## src/rtl/alu_arbiter_pkg.sv

```systemverilog
// Shared types for the ALU arbiter: ALU op codes, arbiter FSM states, datapath width.
package alu_pkg;

  localparam int unsigned ALU_W = 32;

  typedef enum logic [3:0] {
    ADD  = 4'd0,
    SUB  = 4'd1,
    AND  = 4'd2,
    OR   = 4'd3,
    SRA  = 4'd4,
    SLT  = 4'd5,
    XOR  = 4'd6,
    SLL  = 4'd7,
    SLTU = 4'd8
  } alu_op_e;

  typedef enum logic [1:0] {
    IDLE,
    EXEC,
    RESP
  } arb_state_e;

endpackage

```

## src/rtl/alu_arbiter_if.sv

```systemverilog
// Request/response bundle between NUM_REQ requesters (master) and the ALU arbiter (slave).
interface alu_arbiter_if #(
    parameter int unsigned NUM_REQ = 2
);
    import alu_pkg::*;

    logic [NUM_REQ-1:0]       req_valid;
    logic [NUM_REQ-1:0]       req_ready;
    logic [ALU_W*NUM_REQ-1:0] req_a;
    logic [ALU_W*NUM_REQ-1:0] req_b;
    logic [4*NUM_REQ-1:0]     req_op;
    logic [NUM_REQ-1:0]       resp_valid;
    logic [NUM_REQ-1:0]       resp_ready;
    logic [ALU_W-1:0]         resp_result;
    logic                     resp_zero;

    modport master (
        output req_valid, req_a, req_b, req_op, resp_ready,
        input  req_ready, resp_valid, resp_result, resp_zero
    );

    modport slave (
        input  req_valid, req_a, req_b, req_op, resp_ready,
        output req_ready, resp_valid, resp_result, resp_zero
    );

endinterface

```

## src/rtl/alu_arbiter_rr_arbiter.sv

```systemverilog
// Combinational round-robin pick: first requester at or above ptr_i, wrapping around.
module rr_arbiter #(
    parameter int unsigned NUM_REQ = 2,
    parameter int unsigned IDX_W   = 1
) (
    input  logic [NUM_REQ-1:0] req_i,
    input  logic [IDX_W-1:0]   ptr_i,
    output logic [NUM_REQ-1:0] gnt_o,
    output logic [IDX_W-1:0]   idx_o
);

    int unsigned      cand;
    logic [IDX_W-1:0] cand_idx;
    logic             found;

    always_comb begin
        gnt_o    = '0;
        idx_o    = '0;
        found    = 1'b0;
        cand     = 0;
        cand_idx = '0;
        for (int unsigned off = 0; off < NUM_REQ; off++) begin
            cand     = (32'(ptr_i) + off) % NUM_REQ;
            cand_idx = IDX_W'(cand);
            if (!found && req_i[cand_idx]) begin
                found           = 1'b1;
                gnt_o[cand_idx] = 1'b1;
                idx_o           = cand_idx;
            end
        end
    end

endmodule

```

## src/rtl/alu_arbiter.sv

```systemverilog
// Round-robin sharing of one external ALU among NUM_REQ requesters, one op in flight.
// Optional per-requester saturating grant counters under `define ALU_ARB_STATS_EN.
module alu_arbiter
    import alu_pkg::*;
#(
    parameter int unsigned NUM_REQ = 2,
    parameter int unsigned CNT_W   = 16
) (
    input  logic                     clk,
    input  logic                     reset_n,
    alu_arbiter_if.slave             bus,
    output logic [ALU_W-1:0]         alu_src_a,
    output logic [ALU_W-1:0]         alu_src_b,
    output logic [3:0]               alu_ctrl,
    input  logic [ALU_W-1:0]         alu_result,
    input  logic                     alu_zero,
    output logic [CNT_W*NUM_REQ-1:0] grant_cnt
);

    localparam int unsigned IDX_W = (NUM_REQ > 1) ? $clog2(NUM_REQ) : 1;

    arb_state_e         state_q;
    logic [IDX_W-1:0]   rr_ptr_q, rr_ptr_d;
    logic [IDX_W-1:0]   grant_q;
    logic [ALU_W-1:0]   a_q, b_q, result_q;
    logic [3:0]         op_q;
    logic               zero_q;
    logic [NUM_REQ-1:0] resp_valid_q;

    logic [NUM_REQ-1:0] gnt;
    logic [IDX_W-1:0]   gnt_idx;
    logic [ALU_W-1:0]   sel_a, sel_b;
    logic [3:0]         sel_op;

    rr_arbiter #(
        .NUM_REQ (NUM_REQ),
        .IDX_W   (IDX_W)
    ) u_rr (
        .req_i (bus.req_valid),
        .ptr_i (rr_ptr_q),
        .gnt_o (gnt),
        .idx_o (gnt_idx)
    );

    always_comb begin
        sel_a  = '0;
        sel_b  = '0;
        sel_op = '0;
        for (int unsigned i = 0; i < NUM_REQ; i++) begin
            if (gnt_idx == IDX_W'(i)) begin
                sel_a  = bus.req_a[i*ALU_W +: ALU_W];
                sel_b  = bus.req_b[i*ALU_W +: ALU_W];
                sel_op = bus.req_op[i*4 +: 4];
            end
        end
        rr_ptr_d = (gnt_idx == IDX_W'(NUM_REQ - 1)) ? '0 : gnt_idx + 1'b1;
    end

    // reset_n gating keeps req_ready low while reset is held, even with requests pending
    assign bus.req_ready   = (state_q == IDLE && reset_n) ? gnt : '0;
    assign bus.resp_valid  = resp_valid_q;
    assign bus.resp_result = result_q;
    assign bus.resp_zero   = zero_q;
    assign alu_src_a       = a_q;
    assign alu_src_b       = b_q;
    assign alu_ctrl        = op_q;

    always_ff @(posedge clk or negedge reset_n) begin
        if (!reset_n) begin
            state_q      <= IDLE;
            rr_ptr_q     <= '0;
            grant_q      <= '0;
            a_q          <= '0;
            b_q          <= '0;
            op_q         <= '0;
            result_q     <= '0;
            zero_q       <= 1'b0;
            resp_valid_q <= '0;
        end else begin
            case (state_q)
                IDLE: begin
                    if (|bus.req_valid) begin
                        a_q      <= sel_a;
                        b_q      <= sel_b;
                        op_q     <= sel_op;
                        grant_q  <= gnt_idx;
                        rr_ptr_q <= rr_ptr_d;
                        state_q  <= EXEC;
                    end
                end
                EXEC: begin
                    result_q     <= alu_result;
                    zero_q       <= alu_zero;
                    resp_valid_q <= NUM_REQ'(1) << grant_q;
                    state_q      <= RESP;
                end
                RESP: begin
                    if (bus.resp_ready[grant_q]) begin
                        resp_valid_q <= '0;
                        state_q      <= IDLE;
                    end
                end
                default: state_q <= IDLE;
            endcase
        end
    end

`ifdef ALU_ARB_STATS_EN
    logic [NUM_REQ-1:0][CNT_W-1:0] cnt_q;

    always_ff @(posedge clk or negedge reset_n) begin
        if (!reset_n) begin
            cnt_q <= '0;
        end else if (state_q == IDLE) begin
            for (int unsigned i = 0; i < NUM_REQ; i++) begin
                if (gnt[i] && cnt_q[i] != '1) begin
                    cnt_q[i] <= cnt_q[i] + 1'b1;
                end
            end
        end
    end

    assign grant_cnt = cnt_q;
`else
    assign grant_cnt = '0;
`endif

endmodule
```

## src/flat_wrapper.sv

```systemverilog
// flat-port wrapper written by rule: the top's interface ports become plain ports
module alu_arbiter_flat import alu_pkg::*;
#(
    parameter int unsigned NUM_REQ = 2,
    parameter int unsigned CNT_W   = 16
)
  (clk, reset_n, alu_src_a, alu_src_b, alu_ctrl, alu_result, alu_zero, grant_cnt, bus_req_valid, bus_req_a, bus_req_b, bus_req_op, bus_resp_ready, bus_req_ready, bus_resp_valid, bus_resp_result, bus_resp_zero);
  alu_arbiter_if #(.NUM_REQ(NUM_REQ)) bus_i ();
  input  logic clk;
  input  logic reset_n;
  output logic [ALU_W-1:0] alu_src_a;
  output logic [ALU_W-1:0] alu_src_b;
  output logic [3:0] alu_ctrl;
  input  logic [ALU_W-1:0] alu_result;
  input  logic alu_zero;
  output logic [CNT_W*NUM_REQ-1:0] grant_cnt;
  input wire logic [$bits(bus_i.req_valid)-1:0] bus_req_valid;
  input wire logic [$bits(bus_i.req_a)-1:0] bus_req_a;
  input wire logic [$bits(bus_i.req_b)-1:0] bus_req_b;
  input wire logic [$bits(bus_i.req_op)-1:0] bus_req_op;
  input wire logic [$bits(bus_i.resp_ready)-1:0] bus_resp_ready;
  output wire logic [$bits(bus_i.req_ready)-1:0] bus_req_ready;
  output wire logic [$bits(bus_i.resp_valid)-1:0] bus_resp_valid;
  output wire logic [$bits(bus_i.resp_result)-1:0] bus_resp_result;
  output wire logic [$bits(bus_i.resp_zero)-1:0] bus_resp_zero;
  assign bus_i.req_valid = bus_req_valid;
  assign bus_i.req_a = bus_req_a;
  assign bus_i.req_b = bus_req_b;
  assign bus_i.req_op = bus_req_op;
  assign bus_i.resp_ready = bus_resp_ready;
  assign bus_req_ready = bus_i.req_ready;
  assign bus_resp_valid = bus_i.resp_valid;
  assign bus_resp_result = bus_i.resp_result;
  assign bus_resp_zero = bus_i.resp_zero;
  alu_arbiter #(.NUM_REQ(NUM_REQ), .CNT_W(CNT_W)) u_core (.clk(clk), .reset_n(reset_n), .bus(bus_i), .alu_src_a(alu_src_a), .alu_src_b(alu_src_b), .alu_ctrl(alu_ctrl), .alu_result(alu_result), .alu_zero(alu_zero), .grant_cnt(grant_cnt));
endmodule
```

## config.mk

```make
export PLATFORM = sky130hd
export DESIGN_NAME = alu_arbiter_flat
export DESIGN_NICKNAME = d
export VERILOG_FILES = /design/src/rtl/alu_arbiter_pkg.sv /design/src/rtl/alu_arbiter_if.sv /design/src/rtl/alu_arbiter_rr_arbiter.sv /design/src/rtl/alu_arbiter.sv /design/src/flat_wrapper.sv
export SDC_FILE = /design/constraint.sdc
export NUM_CORES = 1
export LEC_CHECK = 0
export ABC_AREA = 1
export CAP_MARGIN = 10
export CELL_PAD_IN_SITES_DETAIL_PLACEMENT = 0
export CELL_PAD_IN_SITES_GLOBAL_PLACEMENT = 2
export CORE_UTILIZATION = 21
export CTS_BUF_LIST = sky130_fd_sc_hd__clkbuf_8
export DETAILED_ROUTE_END_ITERATION = 7
export PLACE_DENSITY = 0.9
export SLEW_MARGIN = 10
export SYNTH_ARGS = -nofsm -noshare
export SYNTH_HDL_FRONTEND = slang
export SYNTH_HIERARCHICAL = 1
export SYNTH_SLANG_ARGS = --single-unit
```

## constraint.sdc

```tcl
create_clock -name clk -period 2.5 [get_ports clk]
set_input_delay 0.25 -clock clk [delete_from_list [all_inputs] [get_ports clk]]
set_output_delay 0.25 -clock clk [all_outputs]
set_load 0.01 [all_outputs]
```

; Yosys cells after proc, flatten, opt, wreduce, memory -nomap -nowiden
; Cells that the tools add are included.
[totals]
register_bits = 107
input_bits = 175
[classes]
addsub = 2
order_cmp = 5
eq_ne = 4
n_shift = 1
mux = 24
n_bitwise = 1
reduce_logical = 11
[op_table]
columns = operator, count
row1 = $mux 32, 2
row2 = $mux 1, 12
row3 = $mux 2, 5
row4 = $lt 1x2->1 const B, 3
row5 = $pmux 2 s3, 1
row6 = $reduce_and 2->1, 3
row7 = $logic_and 1x1->1, 4
row8 = $mux 4, 1
row9 = $pmux 2 s2, 1
row10 = $add 1x1->1 const B, 2
row11 = $demux 1 s1, 2
row12 = $eq 2x1->1 const B, 1
row13 = $eq 2x2->1 const B, 1
row14 = $ge 1x1->1 const B, 2
row15 = $logic_not 2->1, 1
row16 = $ne 2x1->1 const B, 1
row17 = $ne 2x2->1 const B, 1
row18 = $or 2x2->2, 1
row19 = $reduce_bool 2->1, 1
row20 = $reduce_or 2->1, 1
row21 = $shl 1x1->2 const A, 1
row22 = $logic_not 1->1, 1

; Logic depth before layout (Yosys ltp)
[depth]
depth_word = 8
mapped_depth = 9
ltp_nobuf = 6

; Cells and area by module
; The synthesis kept the hierarchy.
[modules_own_cells]
columns = mod, n_inst, cells_each, area_each_um2
row1 = alu_arbiter, 1, 712, 5242.5
row2 = rr_arbiter, 1, 5, 28.8

; Worst setup path after synthesis
; Ideal clock, no wire load.
[synth_path]
path_kind = reg-to-reg
start = register u_core.rr_ptr_q
end = register u_core.op_q[0] (netlist: u_core/alu_ctrl[0])
setup_time_ns = 0.117
arrival_ns = 1.190
required_ns = 2.383
path_slack_ns = 1.194
path_stages_with_launch = 8
n_path_buf = 2
synth_period_minus_slack_ns = 1.306
path_cell_list = dfrtp_1 -> inv_1 -> a21oi_1 -> buf_4 -> clkbuf_1 -> o21ai_0 -> nand2_1 -> nand2_1
[synth_via]
elab_chain_cells = 7
word_cells_on_any_way = 11
[synth_rtl]
columns = item, line_no
row1 = from (decl), alu_arbiter.sv:23  ; logic [IDX_W-1:0] rr_ptr_q, rr_ptr_d;
row2 = from (signal assigned), alu_arbiter.sv:87  ; rr_ptr_q <= rr_ptr_d;
row3 = $mux 1 (not written as such) (2 in series), alu_arbiter_rr_arbiter.sv:25  ; if (!found && req_i[cand_idx]) begin
row4 = $mux 1, alu_arbiter_rr_arbiter.sv:25
row5 = $logic_not 1->1, alu_arbiter_rr_arbiter.sv:25
row6 = $logic_and 1x1->1, alu_arbiter_rr_arbiter.sv:25
row7 = $mux 1 (*), alu_arbiter_rr_arbiter.sv:25
row8 = net u_core.gnt_idx, alu_arbiter.sv:31  ; logic [IDX_W-1:0] gnt_idx;
row9 = $mux 4 (*), alu_arbiter.sv:50  ; if (gnt_idx == IDX_W'(i)) begin
row10 = to (signal assigned), alu_arbiter.sv:85  ; op_q <= sel_op;
row11 = to (decl), alu_arbiter.sv:26  ; logic [3:0] op_q;
; The timed path passes the listed nets; every way through them passes the cells marked *. The select of a mux whose other input is x is not followed.
; A chain may end at the register's enable or synchronous reset.

; Final worst setup path
[layout_path]
start = input port bus_req_valid[0]
end = output port bus_req_ready[0]
[layout_via]
elab_chain_cells = 7
word_cells_on_any_way = 11
[layout_rtl]
columns = item, line_no
row1 = from (decl), flat_wrapper.sv:17  ; input wire logic [$bits(bus_i.req_valid)-1:0] bus_req_valid;
row2 = $mux 1 (not written as such) (2 in series), alu_arbiter_rr_arbiter.sv:25
row3 = $mux 1, alu_arbiter_rr_arbiter.sv:25
row4 = $logic_not 1->1, alu_arbiter_rr_arbiter.sv:25
row5 = $logic_and 1x1->1, alu_arbiter_rr_arbiter.sv:25
row6 = $mux 2 (*), alu_arbiter_rr_arbiter.sv:25
row7 = net u_core.gnt[0], alu_arbiter.sv:30  ; logic [NUM_REQ-1:0] gnt;
row8 = $mux 2 (*), alu_arbiter.sv:60  ; assign bus.req_ready = (state_q == IDLE && reset_n) ? gnt : '0;
row9 = to (decl), flat_wrapper.sv:22  ; output wire logic [$bits(bus_i.req_ready)-1:0] bus_req_ready;
; Marked as above.

==> run_results.csv <==
group,metric,value,unit
critical_path,worstSetupPathType,"in2out",
sta,rsz0062_at_grt,"no",
synth,synth_compound_area_frac,0.0712,
floorplan,dieArea,0.0257,mm2
floorplan,core_region_area,0.0245,mm2
critical_path,cp-start-kind,"input port",
sta,timing.slew.headroom,0.531,
cts,clockBufferDepth,2,
grt,grt_remaining_overflow,0,
placement,gp_congestion,0.734,
synth,synth_enable_flop_cells,0,
synth,ys_ff_latch,107,
sta,tightest_slew,0.703,ns
synth,synth_top_family_by_area,"simple AND/OR/NAND/NOR gates",
synth,synthCells,717,
synth,avgSynthCellArea,7.35,um2
sta,fmax,497,MHz
cts,cts_max_level,3,
routing,wirelength,16.7,mm
sta,maxSlewViolCount,0,
synth,ys_seq_area_frac,0.508,
final_layout,area_growth,61.0,%
synth,netlist_area,0.00527,mm2
floorplan,start_util,0.215,
synth,synth-simple-area-share,0.282,
power,vdd_drop_max,402,uV
synth,yosysUniqueCellTypes,19,
floorplan,ios,312,
cts,cts-root-buf,"clkbuf_8",
cts,cts_tree,"done",
placement,io_buffers,279,
synth,synth_top_area_cell,"dfrtp_1",
sta,hold_viol_final,0,
final_layout,drive_above_1_share,0.0355,
synth,synth_fa_ha_area_frac,0,
synth,ys.flop_type,"dfrtp_1",
synth,yosys_warnings,6,
cts,cts_buffers,9,
sta,fin_crit_sh,0.805,
final_layout,antenna_cells,0,
sta,clock_skew,0.0186,ns
min_path,whs_path_depth,3,
synth,yosysTopAreaCellShare,0.508,
floorplan,die_h,160,um
power,powerDensity,1010,mW/mm2
critical_path,cp_max_fo,4,
synth,synthMuxAreaShare,0,
synth,synthArstFlopShare,1.00,
routing,via_per_inst,3.81,
floorplan,dieWidth,160,um
grt,grt_pass1_vias,4731,
cts,clk_latency,0.39,ns
critical_path,setup.worst_path.end_class,"output port",
critical_path,cp.arrival,1.76,ns
grt,grt_max_degree,108,
power,leakagePower,4.21,nW
sta,hold_slack,0.376,ns
synth,synth-xor-area-share,0,
critical_path,cp_data_required_time,2.25,ns
sta,period_needed,2.01,ns
routing,vias,4996,
routing,antenna_left,0,
sta,setup_tns,0,ns
placement,post-place-cells,1294,
synth,synth_most_common_cell,"nand2_1",
sta,setup_viol,0,
synth,ys_top_cells_by_area,"dfrtp_1 51%, nand2_1 27%, buf_4 5.6%",
grt,grt_pass1_wl,26.6,mm
outcome,outcome,"completed",
placement,hpwl,11.7,mm
routing,drt_iter0_drc,248,
cts,cts.sinks,107,
routing,wire_per_inst,12.7,um
final_layout,finalNonFillerCells,1311,
job,maxCapViolations,0,
grt,antenna_found_initial,0,
routing,drc,0,
min_path,hold_path.class,"in2reg",
synth,synthTopCellsByCount,"385 x nand2_1, 107 x dfrtp_1, 73 x inv_1",
floorplan,num_rows,57,
routing,first_pass_iters,4,
critical_path,r2r_cells,6,
final_layout,fin_nets,1157,
grt,grt_util_all_layers,0.131,
cts,path_clk_slew,0.13,ns
## per-layer routing
metal	GRT usage	part of all wire	routed length, um
met5	0	0	0
met4	0.0307	0.010	174
met3	0.0382	0.073	1230
met2	0.214	0.47	7850
met1	0.169	0.45	7460
## registers in the layout, summed over array words and instances, names as in the netlist
register                flops
u_core/rr_ptr_q             1
u_core/bus.resp_valid       2
u_core/alu_src_b           32
u_core/state_q              2
u_core/alu_ctrl             4
u_core/bus.resp_zero        1
u_core/grant_q              1
u_core/alu_src_a           32
u_core/bus.resp_result     32
## cells by family (layout without fill, tap and decap cells)
logic type | after synthesis | count (layout)
and+or+nand+nor | 393 | 393
other | 1 | 32
AOI/OAI and AO/OA | 73 | 73
buffers and inverters | 143 | 382
DFF | 107 | 107
## path summary, 6_finish.rpt
kind / slack (ns) / start / to
max: 0.49 / bus_req_valid[0] / bus_req_ready[0]
min: 0.38 / alu_result[1] / u_core/bus.resp_result[1]
max reg2reg: 0.95 / u_core/rr_ptr_q / u_core/alu_ctrl[2]
min reg2reg: 0.49 / u_core/alu_src_a[16] / u_core/alu_src_a[16]
max in group asynchronous: 1.47 / reset_n / u_core/alu_src_a[6]
min in group asynchronous: 0.42 / reset_n / u_core/alu_src_a[3]
## timing repair
item,in CTS,in global routing
endpoints found under the setup margin,0,0
hold endpoints to repair,82,0
hold buffers,1,0
gates resized for setup,0,0
setup buffers,0,0
## where the power goes
part	total (W)	internal [W]	switching, W
combinational	0.00446	0.00219	0.00227
sequential	0.00301	0.00256	0.000448
clock	0.00114	0.000410	0.000729
total	0.00860	0.00516	0.00344
## critical path, stage by stage
cell and delay, ns:
clkdlybuf4s50_1 0.62, a21boi_2 0.21, inv_1 0.05, nor2_1 0.09, clkdlybuf4s50_1 0.53
## stage by stage
step                power [W]  area, um2  setup slack (ns)   util
global placement      0.00754       8270             0.494  0.338
finish                0.00860       8490             0.488  0.347
detailed placement    0.00758       8270             0.512  0.338
CTS                   0.00882       8490             0.465  0.347
global route          0.00937       8490             0.322  0.347
floorplan             0.00512       5390              1.19      -
## placed cells by master, fill, tap and decap left out
| master | n |
|---|---|
| buf_4 | 8 |
| o21ai_1 | 11 |
| inv_6 | 2 |
| clkbuf_8 | 9 |
| nand2_2 | 1 |
| inv_8 | 1 |
| nand2_1 | 385 |
| inv_2 | 3 |
| clkdlybuf4s50_1 | 278 |
| buf_12 | 3 |
| clkinv_8 | 2 |
| o21ai_4 | 1 |
| nor2_2 | 1 |
| o21ai_0 | 58 |
| dlygate4sd3_1 | 1 |
| inv_1 | 73 |
| a21boi_2 | 1 |
| conb_1 | 32 |
| inv_12 | 1 |
| a21oi_1 | 1 |
| a21oi_4 | 1 |
| nand3_1 | 3 |
| clkinv_4 | 1 |
| dfrtp_1 | 107 |
| nor2_1 | 3 |
## cell type report
type	count	area, um2
Sequential cell	107	2680
Tap cell	324	405
Inverter	76	285
Clock buffer	9	124
Timing Repair Buffer	290	2910
Multi-Input combinational cell	498	2000
Fill cell	2573	16000
Clock inverter	7	86.3
No activity file was read; power rests on OpenSTA's default activity.
